### config.mk
export PLATFORM = sky130hd
export DESIGN_NAME = tone_clk_div
export DESIGN_NICKNAME = d
export VERILOG_FILES = /design/src/rtl/tone_pkg.sv /design/src/rtl/tone_div_ch.sv /design/src/rtl/tone_clk_div.sv
export SDC_FILE = /design/constraint.sdc
export NUM_CORES = 1
export LEC_CHECK = 0
export ABC_AREA = 1
export CAP_MARGIN = 20
export CORE_ASPECT_RATIO = 2
export CORE_MARGIN = 2
export CORE_UTILIZATION = 40
export DETAILED_ROUTE_END_ITERATION = 16
export HOLD_SLACK_MARGIN = 0.08
export PLACE_DENSITY = 0.6
export SETUP_SLACK_MARGIN = 0.2
export SYNTH_ARGS = -nofsm -noshare
export SYNTH_HDL_FRONTEND = slang
export SYNTH_HIERARCHICAL = 1
export SYNTH_SLANG_ARGS = --single-unit
### constraint.sdc
create_clock -name clk_in -period 2.8 [get_ports clk_in]
set_input_delay 0.56 -clock clk_in [delete_from_list [all_inputs] [get_ports clk_in]]
set_output_delay 0.56 -clock clk_in [all_outputs]
set_load 0.05 [all_outputs]
### src/rtl/tone_pkg.sv
// Shared types and defaults for the tone clock divider.
// Optional build macro TONE_SYNC_EN (see tone_clk_div) changes nothing in this package.
package tone_pkg;

  localparam int DEF_CNT_W     = 27;
  localparam int DEF_DIV_RESET = 2;

  typedef logic [DEF_CNT_W-1:0] div_t;

  // What a channel does on the coming edge, derived from ch_en and act_div.
  typedef enum logic [1:0] {
    CH_IDLE   = 2'd0,
    CH_SILENT = 2'd1,
    CH_RUN    = 2'd2
  } ch_mode_t;

  function automatic ch_mode_t classify_mode(input logic en, input logic div_zero);
    ch_mode_t m;
    m = CH_IDLE;
    if (en) m = div_zero ? CH_SILENT : CH_RUN;
    return m;
  endfunction

endpackage

### src/rtl/tone_div_ch.sv
// One divider channel: counter, shadow divide register and output toggle.
// With TONE_SYNC_EN defined, sync_in restarts the channel and applies any pending divide.
module tone_div_ch
  import tone_pkg::*;
#(
  parameter int CNT_W     = DEF_CNT_W,
  parameter int DIV_RESET = DEF_DIV_RESET
) (
  input  logic             clk_in,
  input  logic             rst,
`ifdef TONE_SYNC_EN
  input  logic             sync_in,
`endif
  input  logic             ch_en,
  input  logic             div_load,
  input  logic [CNT_W-1:0] div_value,
  output logic             clk_out,
  output logic             tick
);

  localparam logic [CNT_W-1:0] ONE      = {{(CNT_W-1){1'b0}}, 1'b1};
  localparam logic [CNT_W-1:0] ZERO     = '0;
  localparam logic [CNT_W-1:0] DIV_INIT = CNT_W'(DIV_RESET);

  logic [CNT_W-1:0] cnt;
  logic [CNT_W-1:0] act_div;
  logic [CNT_W-1:0] pend_div;
  logic             pend_vld;
  ch_mode_t         mode;
  logic             boundary;

  // The compare against act_div-1 is what keeps cnt from ever wrapping.
  always_comb begin
    mode     = classify_mode(ch_en, act_div == ZERO);
    boundary = (mode == CH_RUN) && (cnt == act_div - ONE);
  end

  always_ff @(posedge clk_in) begin
    if (rst) begin
      cnt      <= ZERO;
      act_div  <= DIV_INIT;
      pend_div <= DIV_INIT;
      pend_vld <= 1'b0;
      clk_out  <= 1'b0;
      tick     <= 1'b0;
    end
`ifdef TONE_SYNC_EN
    else if (sync_in) begin
      cnt     <= ZERO;
      clk_out <= 1'b0;
      tick    <= 1'b0;
      if (div_load) begin
        act_div  <= div_value;
        pend_div <= div_value;
        pend_vld <= 1'b0;
      end else if (pend_vld) begin
        act_div  <= pend_div;
        pend_vld <= 1'b0;
      end
    end
`endif
    else begin
      if (div_load) pend_div <= div_value;
      case (mode)
        CH_RUN: begin
          if (boundary) begin
            cnt     <= ZERO;
            clk_out <= ~clk_out;
            tick    <= 1'b1;
            // A load landing on the boundary beats an older pending value.
            if (div_load) begin
              act_div  <= div_value;
              pend_vld <= 1'b0;
            end else if (pend_vld) begin
              act_div  <= pend_div;
              pend_vld <= 1'b0;
            end
          end else begin
            cnt  <= cnt + ONE;
            tick <= 1'b0;
            if (div_load) pend_vld <= 1'b1;
          end
        end
        default: begin
          // Idle or silent: nothing to protect, so a load takes effect at once.
          cnt     <= ZERO;
          clk_out <= 1'b0;
          tick    <= 1'b0;
          if (div_load) begin
            act_div  <= div_value;
            pend_vld <= 1'b0;
          end
        end
      endcase
    end
  end

endmodule

### src/rtl/tone_clk_div.sv
// N_CH-channel programmable tone clock divider, one channel per sounding voice.
// Define TONE_SYNC_EN to add sync_in, which restarts all channels phase-aligned.
module tone_clk_div
  import tone_pkg::*;
#(
  parameter int N_CH      = 4,
  parameter int CNT_W     = DEF_CNT_W,
  parameter int DIV_RESET = DEF_DIV_RESET
) (
  input  logic                  clk_in,
  input  logic                  rst,
`ifdef TONE_SYNC_EN
  input  logic                  sync_in,
`endif
  input  logic [N_CH-1:0]       ch_en,
  input  logic [N_CH-1:0]       div_load,
  input  logic [N_CH*CNT_W-1:0] div_value,
  output logic [N_CH-1:0]       clk_out,
  output logic [N_CH-1:0]       tick
);

  for (genvar k = 0; k < N_CH; k++) begin : g_ch
    tone_div_ch #(
      .CNT_W     (CNT_W),
      .DIV_RESET (DIV_RESET)
    ) u_ch (
      .clk_in    (clk_in),
      .rst       (rst),
`ifdef TONE_SYNC_EN
      .sync_in   (sync_in),
`endif
      .ch_en     (ch_en[k]),
      .div_load  (div_load[k]),
      .div_value (div_value[k*CNT_W +: CNT_W]),
      .clk_out   (clk_out[k]),
      .tick      (tick[k])
    );
  end

endmodule

==> results of run 1 <==
[synth_stat cells, types with 22 or more instances]
master    instances  area [um2]
mux2i_1         104        1040
a21oi_1         141         706
nand2_1         769        2890
nor3_1           49         245
inv_1           313        1170
nand3_1         257        1290
nor2_2           26         163
o21ai_1          24         120
buf_6            22         248
nand4_1          52         325
buf_2            29         145
nor2_1          558        2090
xnor2_1          58         508
dfxtp_1         336        6730
o21ai_0         121         606
clkbuf_1         63         236
xor2_1           59         517
clkinv_1         32         120
[where the power goes]
group          total [mW]  switching [mW]  internal (mW)
clock                4.63            2.05           2.59
combinational        2.69            1.64           1.05
sequential           5.22           0.219           5.00
total                12.5            3.90           8.64
[routing by layer]
| metal | global-route usage | up-vias | share of wire |
|---|---|---|---|
| met1 | 0.214 | 9140 | 0.36 |
| met5 | 0 | - | 0.00026 |
| met3 | 0.0244 | 181 | 0.029 |
| met2 | 0.432 | 373 | 0.55 |
| li1 | - | 10500 | - |
| met4 | 0.118 | 2 | 0.061 |
[layout by cell type (no fill, tap or decap), drive strengths merged, types with 3 or more instances in the layout]
master	netlist	routed
mux2i	104	104
a31oi	8	8
dfxtp	336	336
nor3	57	57
and2	4	4
a21o	4	4
clkinv	32	39
nor4b	3	3
ha	12	12
and3	3	3
nor2	594	596
inv	322	323
clkbuf	63	51
nand4	52	52
clkdlybuf4s50	0	122
or2	9	9
xnor2	58	58
a21oi	141	141
or3	3	3
o21ai	145	145
nor4	19	19
nor3b	17	17
nand3	262	264
o21bai	9	9
nand3b	18	18
xnor3	3	3
buf	56	83
nand2	790	806
clkinvlp	0	3
xor2	59	59
[worst paths after layout]
kind / from / to / slack (ns) / cells after the start
worst min-delay path: rst / g_ch[2].u_ch/pend_div[21] / 0.43 / 2
worst max register to register: g_ch[1].u_ch/act_div[9] / g_ch[1].u_ch/cnt[24] / 0.31 / 15
worst max-delay path: g_ch[1].u_ch/act_div[9] / g_ch[1].u_ch/cnt[24] / 0.31 / 15
worst min register to register: g_ch[0].u_ch/pend_div[15] / g_ch[0].u_ch/pend_div[15] / 0.48 / 2
[worst max-delay path, cell delays in order, from the launching register on]
cell and delay [ns]:
dfxtp_2 0.37, nor2_1 0.16, nand2_1 0.13, nor2_1 0.21, nand2_2 0.12, nand2_1 0.08, nand2_1 0.09, nor2_1 0.12
nand2_1 0.06, nor2_1 0.12, nand2_1 0.14, nor2_4 0.23, nand2_8 0.15, nand3_4 0.15, clkbuf_16 0.20, nor3_1 0.05
[logic make-up (layout without fill, tap and decap cells)]
kind of cell	Yosys count	after routing	synth area share
flip-flops	336	336	0.327
adder cells (fa/ha/maj)	12	12	0.00729
buffers and inverters	473	622	0.0960
multiplexers	104	104	0.0506
AO/OA/AOI/OAI	308	308	0.0771
XOR/XNOR	120	120	0.0531
AND/OR/NAND/NOR	1831	1851	0.389
other	0	1	0
[what timing repair did]
action,in CTS,in global routing
gates cloned,2,21
endpoints found under the setup margin,89,209
resized for setup,7,150
pin swaps,2,33
buffers inserted,0,25
[state kept, by name, summed over array words and instances, names as in the netlist]
register / cells
g_ch.u_ch/act_div: 108
g_ch.u_ch/pend_div: 108
g_ch.u_ch/pend_vld: 4
g_ch.u_ch/tick: 4
g_ch.u_ch/clk_out: 4
g_ch.u_ch/cnt: 108
[area by class of cell]
cell class	count	share of cell area
multi-input combinational	2395	0.512
sequential	336	0.271
timing repair buffer	208	0.0868
inverter	354	0.0538
clock buffer	48	0.0399
tap	654	0.0328
clock inverter	12	0.00402
antenna	1	0.000100
==> flow_summary.toml, run 1 <==
[worst_setup_path]
cp.arrival_ns = 2.93
endpoint_kind = "flip-flop"
worstPathRequired_ns = 3.24
worstSetupPathType = "flip-flop to flip-flop"
start_kind = "flip-flop"
worstPathMaxFanout = 13

[grt]
track_usage = 0.219
grt_pass1_wl_um = 94700
grt-ovfl-total = 0
grt_pass1_vias = 19300
grt_antenna_before_repair = 2
grt_max_degree = 56

[timing]
hold_viol = 0
finalCritPeriodShare = 0.890
fmax_ghz = 0.401
skew_ns = 0.0132
maxSlewHeadroom = 0.546
setup_viol = 0
setup_ws_ns = 0.308
slew_viol_final = 0
hold_slack_ns = 0.434
fin_crit_ns = 2.49
worst_pin_slew_ns = 0.679
rsz0062_at_grt = "yes"
fin_tns_setup_ns = 0

[finish]
finalNetCount = 3460
fin_util = 0.489
final_cells = 4008
drive_above_1_share = 0.108
multiInputGateArea_mm2 = 0.0128
finalInstanceArea_mm2 = 0.0249
seqCellArea_mm2 = 0.00674
syn2layout_area_growth_pct = 21.0
n_fill_cell = 5285

[clock_tree]
clock-sinks = 336
cts_tree = "yes"
clkSlewWorstSetupHoldPaths_ns = 0.06
cts_buffers = 35
htree_num_levels = 2
holdBufCountCts = 0
clock_latency_ns = 0.55
cts.root.buffer_cell = "clkbuf_16"
clk_path_buf_depth = 3

[floorplanning]
die_h_um = 325
start_util = 0.404
die_x_um = 164
io_pins = 126
core_mm2 = 0.0509
rows = 117
die-area_mm2 = 0.0534

[place]
placed_cell_area_mm2 = 0.0226
pre_cts_ws_ns = -0.0684
gp_congestion = 0.921
io_buffers = 125
placedCellCount = 3899
dp_hpwl_um = 46000

[synth]
synth_async_sr_flop_share = 0
netlist_instances = 3184
synthDistinctLibCells = 43
avgSynthCellArea_um2 = 6.47
ys_warn_count = 6
ys_ff_latch = 336
ys_seq_area_frac = 0.327
netlist_area_mm2 = 0.0206
syn_nets = 3314
synth-edff-count = 0
synth_ff_type = "dfxtp_1"

[routing]
via_count = 20200
final_antenna_net_count = 0
routedWlPerCell_um = 15.7
wl_um = 62700
drtIter0Drc = 876
drc = 0
drt-vias-per-instance = 5.03
first_pass_iters = 6

[status]
status = "finished, final reports clean"

[power_and_ir_drop]
vdd_drop_max_mv = 0.517
power_density_mw_per_mm2 = 504
leakagePower_nw = 10.8
finalPower_mw = 12.5

[flow_run]
max-cap-violations = 0

[hold_path]
hold_class = "input port to flip-flop"
Note: power is estimated with default switching activity, not from simulation.
==> inputs of run 2 (changes only) <==
==> constraint.sdc (replaced) <==
create_clock -name clk_in -period 2.8 [get_ports clk_in]
set_input_delay 0.7 -clock clk_in [delete_from_list [all_inputs] [get_ports clk_in]]
set_output_delay 0.7 -clock clk_in [all_outputs]
set_load 0.05 [all_outputs]
==> flow_summary.toml, run 2 (synthesis results as in run 1) <==
[status]
status = "finished, final reports clean"

[clock_tree]
cts.root.buffer_cell = "clkbuf_16"
holdBufCountCts = 0
htree_num_levels = 2
clkSlewWorstSetupHoldPaths_ns = 0.06
clk_path_buf_depth = 3
cts_buffers = 35
cts_tree = "yes"
clock_latency_ns = 0.55
clock-sinks = 336

[floorplanning]
rows = 117
die_x_um = 164
core_mm2 = 0.0509
die_h_um = 325
die-area_mm2 = 0.0534
io_pins = 126
start_util = 0.404

[worst_setup_path]
endpoint_kind = "flip-flop"
cp.depth = 18
ff2ff_path_depth = 18
worstPathMaxFanout = 7
worstPathRequired_ns = 3.23
cpLargestDelayFamily = "simple AND/OR/NAND/NOR gates"
worst_path_largest_cell_delay_ns = 0.33
slowest_stage = "dfxtp_1"
r2r-end = "g_ch[3].u_ch/cnt[20]"
cp.arrival_ns = 2.94
worstSetupPathType = "flip-flop to flip-flop"
r2r-start = "g_ch[3].u_ch/act_div[1]"
start_kind = "flip-flop"
path_cells = "inv_2, ha_4, nand2_2, nor2_4, buf_12, nand2_1, nand2_1, nand2_1, nor2_1, nand2_1, nor2_2, nand2_2, nor2_4, nand3_4, buf_6, buf_6, nand3_4, nor2_1"
crit_top_cell = "nand2_1"
reg2reg_slack_ns = 0.30
critPathBufInv = 4

[timing]
setup_ws_ns = 0.296
rsz0062_at_grt = "yes"
skew_ns = 0.0114
slew_viol_final = 0
fin_tns_setup_ns = 0
fin_crit_ns = 2.50
hold_viol = 0
worst_pin_slew_ns = 0.921
finalCritPeriodShare = 0.894
maxSlewHeadroom = 0.386
fmax_ghz = 0.399
setup_viol = 0
hold_slack_ns = 0.480

[power_and_ir_drop]
leakagePower_nw = 10.9
vdd_drop_max_mv = 0.541
finalPower_mw = 12.6
power_density_mw_per_mm2 = 509

[routing]
first_pass_iters = 7
wl_um = 62700
final_antenna_net_count = 0
via_count = 20300
routedWlPerCell_um = 15.6
drc = 0
drtIter0Drc = 924
drt-vias-per-instance = 5.07

[hold_path]
hold_class = "flip-flop to flip-flop"
min_from = "g_ch[1].u_ch/clk_out"
hold-path-endpoint = "g_ch[1].u_ch/clk_out"
min_path_cells = 2

[finish]
final_cell_mix = "nand2_1, nor2_1, dfxtp_1, inv_1, nand3_1"
largestRegisters = "g_ch.u_ch/act_div (108), g_ch.u_ch/cnt (108), g_ch.u_ch/pend_div (108)"
final_common_cell = "nand2_1"
final_cells = 4009
syn2layout_area_growth_pct = 20.7
finalNetCount = 3460
n_fill_cell = 5294
drive_above_1_share = 0.100
finalInstanceArea_mm2 = 0.0249
fin_util = 0.488

[place]
pre_cts_ws_ns = 0.0655
dp_hpwl_um = 45800
io_buffers = 125
placedCellCount = 3896
placed_cell_area_mm2 = 0.0226
gp_congestion = 0.927

[grt]
grt_antenna_before_repair = 2
grt_pass1_vias = 19400
grt_max_degree = 56
track_usage = 0.218
grt_pass1_wl_um = 94500
grt-ovfl-total = 0

[flow_run]
max-cap-violations = 0
[run 2: power by group]
group / switching (mW) / internal (mW) / total, mW
sequential: 0.216 / 5.00 / 5.22
combinational: 1.62 / 1.03 / 2.65
clock: 1.98 / 2.79 / 4.77
total: 3.82 / 8.83 / 12.6
[run 2: routing by layer]
metal / track usage / wire length, um / vias to the layer above
li1: - / - / 10500
met1: 0.213 / 22400 / 9320
met2: 0.429 / 35000 / 366
met3: 0.0272 / 1840 / 173
met4: 0.119 / 3480 / 2
met5: 0 / 13 / -
[run 2: worst max-delay path by stage]
stage                          endpoint  slack [ns]                     from
6_report           g_ch[3].u_ch/cnt[20]        0.30  g_ch[3].u_ch/act_div[1]
5_1_grt        g_ch[3].u_ch/act_div[10]        0.12  g_ch[3].u_ch/act_div[1]
4_1_cts            g_ch[3].u_ch/cnt[17]        0.18  g_ch[3].u_ch/act_div[2]
3_5_place_dp    g_ch[1].u_ch/act_div[1]        0.07  g_ch[1].u_ch/act_div[0]
3_3_place_gp    g_ch[1].u_ch/act_div[9]        0.06  g_ch[1].u_ch/act_div[0]
2_1_floorplan   g_ch[3].u_ch/act_div[1]        0.63  g_ch[3].u_ch/act_div[0]
[run 2: worst min-delay path, stage by stage (launching register included)]
cell	delay [ns]
dfxtp_1	0.32
nand2_1	0.06
a21oi_1	0.06
[run 2: what timing repair did]
item,CTS,global route
setup buffers,1,27
pin swaps,3,26
endpoints found under the hold margin,0,0
gates resized for setup,9,125
setup endpoints to repair,65,224
cloned,2,20
[run 2: area by class of cell]
class,count,area [um2],share of cell area
sequential,336,6740,0.271
tap,654,818,0.0329
timing repair buffer,210,2200,0.0886
multi-input combinational,2393,12600,0.507
antenna,1,2.50,0.000101
inverter,354,1340,0.0540
clock buffer,55,1060,0.0428
clock inverter,6,82.6,0.00332
